--- src/rtl/vga_screen_reader.sv ---
// vga_screen_reader
//   Scans the screen region of the data RAM and drives a 640x480@60 Hz VGA
//   output. Each RAM word is one RGB332 cell covering CELL_PX x CELL_PX
//   display pixels.
//
// Ports
//   CLK_50        50 MHz video clock (only clock)
//   resetN        synchronous active-low reset
//   addr_screen   cell index into the screen region (combinational from counters)
//   rdata_screen  RAM word for addr_screen, one CLK_50 edge after the address
//   vga_r/g/b     4-bit pixel colour, zero outside the visible area
//   vga_hs/vs     active-low sync
//   vga_de        high during visible pixels
//   frame_start   one-cycle pulse after pixel (0,0) is registered
module vga_screen_reader #(
  parameter int WIDTH          = 8,
  parameter int REGISTER_COUNT = 2048,
  parameter int CELL_PX        = 16,
  parameter int COLS           = 40,
  parameter int ROWS           = 30
) (
  input  logic                              CLK_50,
  input  logic                              resetN,
  output logic [$clog2(REGISTER_COUNT)-1:0] addr_screen,
  input  logic [WIDTH-1:0]                  rdata_screen,
  output logic [3:0]                        vga_r,
  output logic [3:0]                        vga_g,
  output logic [3:0]                        vga_b,
  output logic                              vga_hs,
  output logic                              vga_vs,
  output logic                              vga_de,
  output logic                              frame_start
);

  localparam int AW  = $clog2(REGISTER_COUNT);
  localparam int CSH = $clog2(CELL_PX);

  localparam logic [9:0] H_VIS   = 10'd640;
  localparam logic [9:0] H_SYNC0 = 10'd656;
  localparam logic [9:0] H_SYNC1 = 10'd751;
  localparam logic [9:0] H_LAST  = 10'd799;
  localparam logic [9:0] V_VIS   = 10'd480;
  localparam logic [9:0] V_SYNC0 = 10'd490;
  localparam logic [9:0] V_SYNC1 = 10'd491;
  localparam logic [9:0] V_LAST  = 10'd524;

  logic       pix_en;
  logic [9:0] h_cnt;
  logic [9:0] v_cnt;
  logic       visible;
  logic [7:0] d;

  assign visible = (h_cnt < H_VIS) && (v_cnt < V_VIS);
  assign d       = rdata_screen[7:0];

  // Address is held for both CLK_50 cycles of a pixel, so the RAM samples
  // it on the intermediate edge and the word is ready by the next pix_en edge.
  assign addr_screen = visible
    ? (AW'(v_cnt >> CSH) * AW'(COLS) + AW'(h_cnt >> CSH))
    : '0;

  always_ff @(posedge CLK_50) begin
    if (!resetN) begin
      pix_en      <= 1'b0;
      h_cnt       <= '0;
      v_cnt       <= '0;
      vga_r       <= '0;
      vga_g       <= '0;
      vga_b       <= '0;
      vga_hs      <= 1'b1;
      vga_vs      <= 1'b1;
      vga_de      <= 1'b0;
      frame_start <= 1'b0;
    end else begin
      pix_en      <= ~pix_en;
      // Single CLK_50 pulse: only set on the pix_en edge registering (0,0).
      frame_start <= pix_en && (h_cnt == '0) && (v_cnt == '0);
      if (pix_en) begin
        // Outputs describe the pre-edge counter position, so sync, de and
        // colour share one pixel period of latency.
        vga_de <= visible;
        vga_hs <= !((h_cnt >= H_SYNC0) && (h_cnt <= H_SYNC1));
        vga_vs <= !((v_cnt >= V_SYNC0) && (v_cnt <= V_SYNC1));
        if (visible) begin
          vga_r <= {d[7:5], d[7]};
          vga_g <= {d[4:2], d[4]};
          vga_b <= {d[1:0], d[1:0]};
        end else begin
          vga_r <= '0;
          vga_g <= '0;
          vga_b <= '0;
        end
        if (h_cnt == H_LAST) begin
          h_cnt <= '0;
          v_cnt <= (v_cnt == V_LAST) ? '0 : v_cnt + 10'd1;
        end else begin
          h_cnt <= h_cnt + 10'd1;
        end
      end
    end
  end

endmodule

--- config.mk ---
export PLATFORM = sky130hd
export DESIGN_NAME = vga_screen_reader
export DESIGN_NICKNAME = d
export VERILOG_FILES = /design/src/rtl/vga_screen_reader.sv
export SDC_FILE = /design/constraint.sdc
export NUM_CORES = 1
export LEC_CHECK = 0
export ABC_AREA = 1
export ABC_CLOCK_PERIOD_IN_PS = 2900
export CAP_MARGIN = 30
export CORE_MARGIN = 3
export CORE_UTILIZATION = 52
export CTS_CLUSTER_DIAMETER = 60
export DETAILED_ROUTE_END_ITERATION = 10
export GPL_TIMING_DRIVEN = 0
export PLACE_DENSITY = 0.79
export SYNTH_ARGS = -nofsm -noshare
export SYNTH_HDL_FRONTEND = slang
export SYNTH_SLANG_ARGS = --single-unit
--- constraint.sdc ---
create_clock -name CLK_50 -period 2.9 [get_ports CLK_50]
set_clock_uncertainty 0.05 [all_clocks]
set_input_delay 0.58 -clock CLK_50 [delete_from_list [all_inputs] [get_ports CLK_50]]
set_output_delay 0.58 -clock CLK_50 [all_outputs]
set_load 0.02 [all_outputs]
==> impl_results.md, run 1 <==
* Status: finished with violations
* Failing checks: negative setup slack
* Drt total wl at 4698 µm
* CTS HTree Levels at 2
* I/O Buffers at 36
* Layout Utilization at 72.35%
* Crit Path Max Fanout at 3
* Worst setup EP type: primary output
* YS warnings at 0
* Pins Over Slew Limit at 0
* ANT cells at 0
* Num CTS Buffers at 5
* Largest net degree at the start of global routing at 11
* Final #Nets at 368
* DRC violation count after routing at 0
* Die ar. at 4662 µm²
* Vias in the first global route at 1794
* Die X at 68.28 µm
* Share of the synthesized area in the top cell type at 32.75%
* Clock buffer depth at 2
* Hold crit path type: flip-flop to flip-flop
* Slew @ Worst Pin at 0.4954 ns
* Ports at 37
* Yosys top cell by area: dfxtp_1
* Overall via count from detail_route at 1948
* Drt pass-1 iters at 7
* Req. time, crit path at 2.27 ns
* Initial antenna violation count at 0
* Post-synthesis sequential area ratio at 32.75%
* CP bufs+invs at 2
* Static Leakage at 0.001262 µW
* Max Cap Violations at 0
* Hpwl dp at 3361 µm
* Post-Syn Area at 2017 µm²
* Global-route wire length before repair at 7748 µm
* Pre-CTS setup slack at -0.4863 ns
* Root buffer cell: clkbuf_8
* Avg Cell Area, Syn at 6.884 µm²
* Worst-path cell chain: ha_4 -> ha_4 -> inv_2 -> fa_2 -> nor2_2 -> nand4_1 -> a21oi_2 -> nand3_1 -> nand2_1 -> nor2_1 -> buf_4
* Slowest CP cell: fa_2
* Largest cells by area after synthesis: dfxtp_1 (33%), nand2_1 (13%), ha_1 (9.3%)
* Clock sinks at 33
* Grt ovf at 0
* Hold Buf Count CTS at 0
* WP data arrival at 2.32 ns
* Initial core utilization at 54.68%
* Slew margin rel. at 66.85%
* Post-route clock period utilization at 101.6%
* Final worst setup slack at -0.04616 ns
* Total track usage at 22.25%
* Final Total Pwr at 1007 µW
* Area grow syn2layout at 32.32%
* Synthesized instance count at 293
* Critical path type: flip-flop to primary output
* Final hold slack at 0.4049 ns
* Vias per cell at 4.995
* Period minus WS final at 2.946 ns
* CTS tree: yes
* Site row count at 22
* Routed Antenna Nets at 0
* Initial detailed-routing violation count at 122
* RSZ-0062 raised after global routing: yes
* Final Hold Fails at 0
* Synthesized Nets at 320
* Worst vdd ir at 320.4 µV
* Chip height at 68.28 µm
* Power Dens Cells at 377.5 nW/µm²
* Skew-Pair Late Insertion Delay at 0.29 ns
* Wire length per cell at 12.05 µm
* Synthesized flop and latch total at 33
* CP top delay family: adder cells
* Fraction of layout cells with a size suffix above 1 at 13.74%
* GP Congestion at 0.8655
* CP startpoint kind: flip-flop
* Clk slew on worst S/H paths at 0.07 ns
* Core Box Area at 3689 µm²
* Max Fclk at 339.4 MHz
* Final setup violation count at 2
* Crit-path max cell delay at 0.45 ns
* Most used cell, CP: ha_4
* Distinct cells, synth at 30
logic make-up after synthesis:
kind of cell / count (synthesis) / share of synthesized area, %
AO/OA/AOI/OAI: 32 / 8.872
XOR/XNOR: 7 / 3.040
adder cells (fa/ha/maj): 17 / 11.29
buffers and inverters: 49 / 10.30
flip-flops: 33 / 32.75
AND/OR/NAND/NOR: 155 / 33.75
cells in the final DEF, fill, tap and decap left out, types with 3 or more instances in the layout:
cell             Yosys  final
nand2_1             72     72
inv_1               41     40
nor2_1              39     37
dfxtp_1             33     27
clkdlybuf4s50_1      0     26
a21oi_1             19     16
nand3_1             15     15
buf_4                4     12
nand4_1             11     11
ha_1                15     11
nor3_1               7      6
xor2_1               6      6
o21ai_0              6      6
clkbuf_8             0      6
nor2_2               2      4
dlymetal6s2s_1       0      4
dfxtp_4              0      4
a21oi_2              0      3
nor3b_1              3      3
clkbuf_1             2      3
dlygate4sd2_1        0      3
path summary, 6_finish.rpt:
kind	start	endpoint	slack, ns	cells past startpoint
worst max-delay path	v_cnt[7]	addr_screen[10]	-0.05	11
worst min-delay path	vga_r[1]	vga_r[1]	0.40	2
worst max register to register	h_cnt[0]	h_cnt[7]	1.26	7
worst min register to register	vga_r[1]	vga_r[1]	0.40	2
tightest hold or removal path: stages, from the launching register on:
cell and delay [ns]:
dfxtp_1 0.31, nand2_1 0.06, nand2_1 0.04
cell usage after synthesis:
cell type	n
a31oi_1	1
clkbuf_1	2
buf_4	4
nor3b_1	3
dfxtp_1	33
nor2_2	2
o21ai_0	6
a31o_2	2
nand2_1	72
nor2_1	39
nor3_2	1
nand3_1	15
nand4_2	1
a21oi_1	19
inv_1	41
buf_6	1
xnor2_1	1
xor2_1	6
nand3b_1	2
o21a_1	1
nor4_1	1
fa_1	2
o21bai_1	1
a41oi_1	1
buf_2	1
o22ai_1	1
nand2_2	1
nor3_1	7
ha_1	15
nand4_1	11
registers in the layout, summed over array words and instances, names as in the netlist:
name / cells
h_cnt: 10
vga_vs: 1
pix_en: 1
vga_b: 2
frame_start: 1
vga_r: 3
vga_g: 3
v_cnt: 10
vga_hs: 1
vga_de: 1
stage by stage:
step | std cells | cell area (µm²) | TNS (ns)
6_report | 390 | 2669 | -0.07203
5_1_grt | 390 | 2669 | -0.4846
4_1_cts | 388 | 2614 | -0.08371
3_5_place_dp | 377 | 2437 | -1.215
3_3_place_gp | 377 | 2437 | -1.263
2_1_floorplan | 293 | 2017 | 0
layer usage:
metal | GRT usage, % | part of all wire [%]
met5 | 0 | 0
met4 | 8.685 | 0.98
met3 | 6.076 | 5.5
met2 | 36.22 | 46
met1 | 27.76 | 47
report_power, final:
part | leakage, µW | switching [µW] | internal (µW) | total (µW)
clock | 0.0000585 | 170 | 280 | 450
sequential | 0.000272 | 9.10 | 461 | 471
combinational | 0.000931 | 43.2 | 43.5 | 86.6
total | 0.00126 | 223 | 785 | 1010
timing repair:
action	CTS	global route
setup endpoints to repair	7	8
resized for setup	34	13
pin swaps	9	2
buffers inserted	3	2
area by class of cell:
| type | instances | area, µm² |
|---|---|---|
| Clock buffer | 7 | 86.33 |
| Clock inverter | 1 | 30.03 |
| Tap cell | 48 | 60.06 |
| Inverter | 41 | 153.9 |
| Sequential cell | 33 | 678.2 |
| Fill cell | 338 | 1020 |
| Buffer | 8 | 53.80 |
| Multi-Input combinational cell | 211 | 1210 |
| Timing Repair Buffer | 41 | 396.6 |
Power figures use the tool's default switching activity.
==> inputs of run 2 (changes only) <==
--- a/config.mk
+++ b/config.mk
@@ -6,14 +6,14 @@
 export NUM_CORES = 1
 export LEC_CHECK = 0
 export ABC_AREA = 1
-export ABC_CLOCK_PERIOD_IN_PS = 2900
+export ABC_CLOCK_PERIOD_IN_PS = 3800
 export CAP_MARGIN = 30
 export CORE_MARGIN = 3
-export CORE_UTILIZATION = 52
+export CORE_UTILIZATION = 35
 export CTS_CLUSTER_DIAMETER = 60
+export CTS_CLUSTER_SIZE = 10
 export DETAILED_ROUTE_END_ITERATION = 10
 export GPL_TIMING_DRIVEN = 0
-export PLACE_DENSITY = 0.79
 export SYNTH_ARGS = -nofsm -noshare
 export SYNTH_HDL_FRONTEND = slang
 export SYNTH_SLANG_ARGS = --single-unit
==> constraint.sdc (replaced) <==
create_clock -name CLK_50 -period 3.8 [get_ports CLK_50]
set_clock_uncertainty 0.05 [all_clocks]
set_input_delay 0.76 -clock CLK_50 [delete_from_list [all_inputs] [get_ports CLK_50]]
set_output_delay 0.76 -clock CLK_50 [all_outputs]
set_load 0.02 [all_outputs]
==> impl_results.md, run 2 (synthesis results as in run 1) <==
* Status: completed (was finished with violations)
* Vias per cell at 4.826 (was 4.995)
* Power Dens Cells at 270.9 nW/µm² (was 377.5 nW/µm²)
* Crit Path Max Fanout at 9 (was 3)
* Die X at 81.91 µm (was 68.28 µm)
* Hpwl dp at 3567 µm (was 3361 µm)
* Num CTS Buffers at 5 (unchanged)
* Pins Over Slew Limit at 0 (unchanged)
* Req. time, crit path at 2.99 ns (was 2.27 ns)
* WP data arrival at 2.83 ns (was 2.32 ns)
* Static Leakage at 0.001121 µW (was 0.001262 µW)
* CP startpoint kind: flip-flop (unchanged)
* Crit-path max cell delay at 0.54 ns (was 0.45 ns)
* Max Fclk at 274.8 MHz
* Skew-Pair Late Insertion Delay at 0.29 ns (about the same)
* Root buffer cell: clkbuf_8 (unchanged)
* Final worst setup slack at 0.1606 ns (was -0.04616 ns)
* Largest registers: h_cnt: 10 flops, v_cnt: 10 flops (unchanged)
* Final setup violation count at 0 (was 2)
* Layout Utilization at 46.23% (was 72.35%)
* Core Box Area at 5540 µm² (was 3689 µm²)
* Total track usage at 15.24% (was 22.25%)
* Clock sinks at 33 (unchanged)
* Initial core utilization at 36.40% (was 54.68%)
* CTS HTree Levels at 2 (unchanged)
* Clk slew on worst S/H paths at 0.08 ns (was 0.07 ns)
* Routed Antenna Nets at 0 (unchanged)
* Hold crit path type: flip-flop to flip-flop (unchanged)
* Worst-path cell chain: ha_1 -> ha_1 -> inv_1 -> fa_1 -> nor2_1 -> nand4_1 -> a21oi_1 -> nor3_1 -> clkdlybuf4s50_1 (was ha_4 -> ha_4 -> inv_2 -> fa_2 -> nor2_2 -> nand4_1 -> a21oi_2 -> nand3_1 -> nand2_1 -> nor2_1 -> buf_4)
* CTS tree: yes (unchanged)
* Sequential Area at 664.4 µm² (was 678.2 µm²)
* Area grow syn2layout at 26.99% (was 32.32%)
* Hold Buf Count CTS at 0 (unchanged)
* Multi-input logic area at 1149 µm² (was 1210 µm²)
* I/O Buffers at 36 (unchanged)
* Largest net degree at the start of global routing at 13 (was 11)
* Period minus WS final at 3.639 ns
* Pre-CTS setup slack at 0.1667 ns (was -0.4863 ns)
* RSZ-0062 raised after global routing: no (was yes)
* DRC violation count after routing at 0 (unchanged)
* Slew margin rel. at 64.19% (was 66.85%)
* Drt pass-1 iters at 4 (was 7)
* GP Congestion at 0.7859 (was 0.8655)
* Grt ovf at 0 (unchanged)
* Worst setup EP type: primary output (unchanged)
* ANT cells at 0 (unchanged)
* Final #Nets at 363 (was 368)
* Overall via count from detail_route at 1974 (was 1948)
* Final Hold Fails at 0 (unchanged)
* Max Cap Violations at 0 (unchanged)
* Critical path type: flip-flop to primary output (unchanged)
* Setup TNS Final at 0 ns (was -0.07203 ns)
* Worst vdd ir at 261.2 µV (was 320.4 µV)
* CP bufs+invs at 2 (unchanged)
* Vias in the first global route at 1849 (was 1794)
* CP top delay family: adder cells (unchanged)
* Slowest CP cell: clkdlybuf4s50_1 (was fa_2)
* Ports at 37 (unchanged)
* Die ar. at 6709 µm² (was 4662 µm²)
* Most used cell, CP: ha_1 (was ha_4)
* Fillers at 600 (was 338)
* Post-route clock period utilization at 95.77%
* Drt total wl at 4725 µm (was 4698 µm)
* Chip height at 81.91 µm (was 68.28 µm)
* Global-route wire length before repair at 8093 µm (was 7748 µm)
* Initial antenna violation count at 0 (unchanged)
* Slew @ Worst Pin at 0.5352 ns (was 0.4954 ns)
* Site row count at 27 (was 22)
* Wire length per cell at 11.55 µm (was 12.05 µm)
* Most frequent cells in the layout: nand2_1 (72), inv_1 (41), nor2_1 (39), clkdlybuf4s50_1 (35), dfxtp_1 (30) (was nand2_1 (72), inv_1 (40), nor2_1 (37), dfxtp_1 (27), clkdlybuf4s50_1 (26))
* Most common cell after layout, fill and taps aside: nand2_1 (unchanged)
* Post-CTS Setup Inserts at 0 (was 3)
* Initial detailed-routing violation count at 102 (was 122)
* Fraction of layout cells with a size suffix above 1 at 7.122% (was 13.74%)
* Clock buffer depth at 2 (unchanged)
## run 2: cell count changes in the layout (fill, tap and decap cells not counted), sizes merged
cell,delta
dlygate4sd2,-2
clkinvlp,+3
bufinv,-1
clkbuf,-2
dlymetal6s2s,-4
clkdlybuf4s50,+9
buf,-8
## run 2: worst reg2reg max path, delay by kind of cell, from the launching register on
kind                     cells  cell delay (ns)
flip-flops                   1             0.38
buffers and inverters        1             0.19
AO/OA/AOI/OAI                1             0.10
adder cells (fa/ha/maj)      1             0.21
AND/OR/NAND/NOR              4             0.61
## run 2: path summary, 6_finish.rpt
path,from,endpoint,slack [ns],depth (start not counted)
hold reg to reg,vga_r[1],vga_r[1],0.41,2
setup reg to reg,h_cnt[1],h_cnt[7],2.16,7
setup / recovery,v_cnt[5],addr_screen[8],0.16,9
hold / removal,vga_r[1],vga_r[1],0.41,2
## run 2: final cells by class
cell class / instances / share of cell area [%]
clock inverters: 3 / 0.8793
repair buffers: 36 / 14.02
well taps: 72 / 3.517
clock buffers: 5 / 2.687
flip-flops and latches: 33 / 25.94
multi-input cells: 211 / 44.85
inverters: 41 / 6.009
plain buffers: 8 / 2.101
## run 2: per-stage QoR
stage | power (µW) | hold WS [ns] | cells | cell area, µm²
after floorplan | 401.7 | 0.4221 | 293 | 2017
after global placement | 435.6 | 0.3862 | 401 | 2467
after detailed placement | 436.1 | 0.3922 | 401 | 2467
after CTS | 705.1 | 0.4104 | 409 | 2560
after global routing | 728.4 | 0.4256 | 409 | 2561
final | 693.9 | 0.4058 | 409 | 2561
## run 2: per-layer routing
layer | global-route usage (%) | wire length, µm | vias to the layer above
met5 | 0 | 0 | -
met4 | 3.488 | 49 | 0
met3 | 3.838 | 178 | 6
met2 | 25.28 | 2188 | 32
met1 | 19.81 | 2309 | 908
li1 | - | - | 1028
## run 2: power by group
group	leakage (µW)	total, µW	internal, µW	switching (µW)
Combinational	0.000814	65.7	33.0	32.7
Clock	0.0000364	266	128	138
Sequential	0.000270	362	355	7.01
Total	0.00112	694	516	178
## run 2: timing repair
item / 4_1_cts / 5_1_grt
gates resized for setup: 3 / 1
endpoints found under the setup margin: 1 / 1
pin swaps: 0 / 0
==> inputs of run 3 (changes only) <==
--- a/config.mk
+++ b/config.mk
@@ -14,6 +14,7 @@
 export CTS_CLUSTER_SIZE = 10
 export DETAILED_ROUTE_END_ITERATION = 10
 export GPL_TIMING_DRIVEN = 0
+export SLEW_MARGIN = 20
 export SYNTH_ARGS = -nofsm -noshare
 export SYNTH_HDL_FRONTEND = slang
 export SYNTH_SLANG_ARGS = --single-unit
==> results of run 3 <==
Final layout, timing and power as in run 2 (identical DEF).
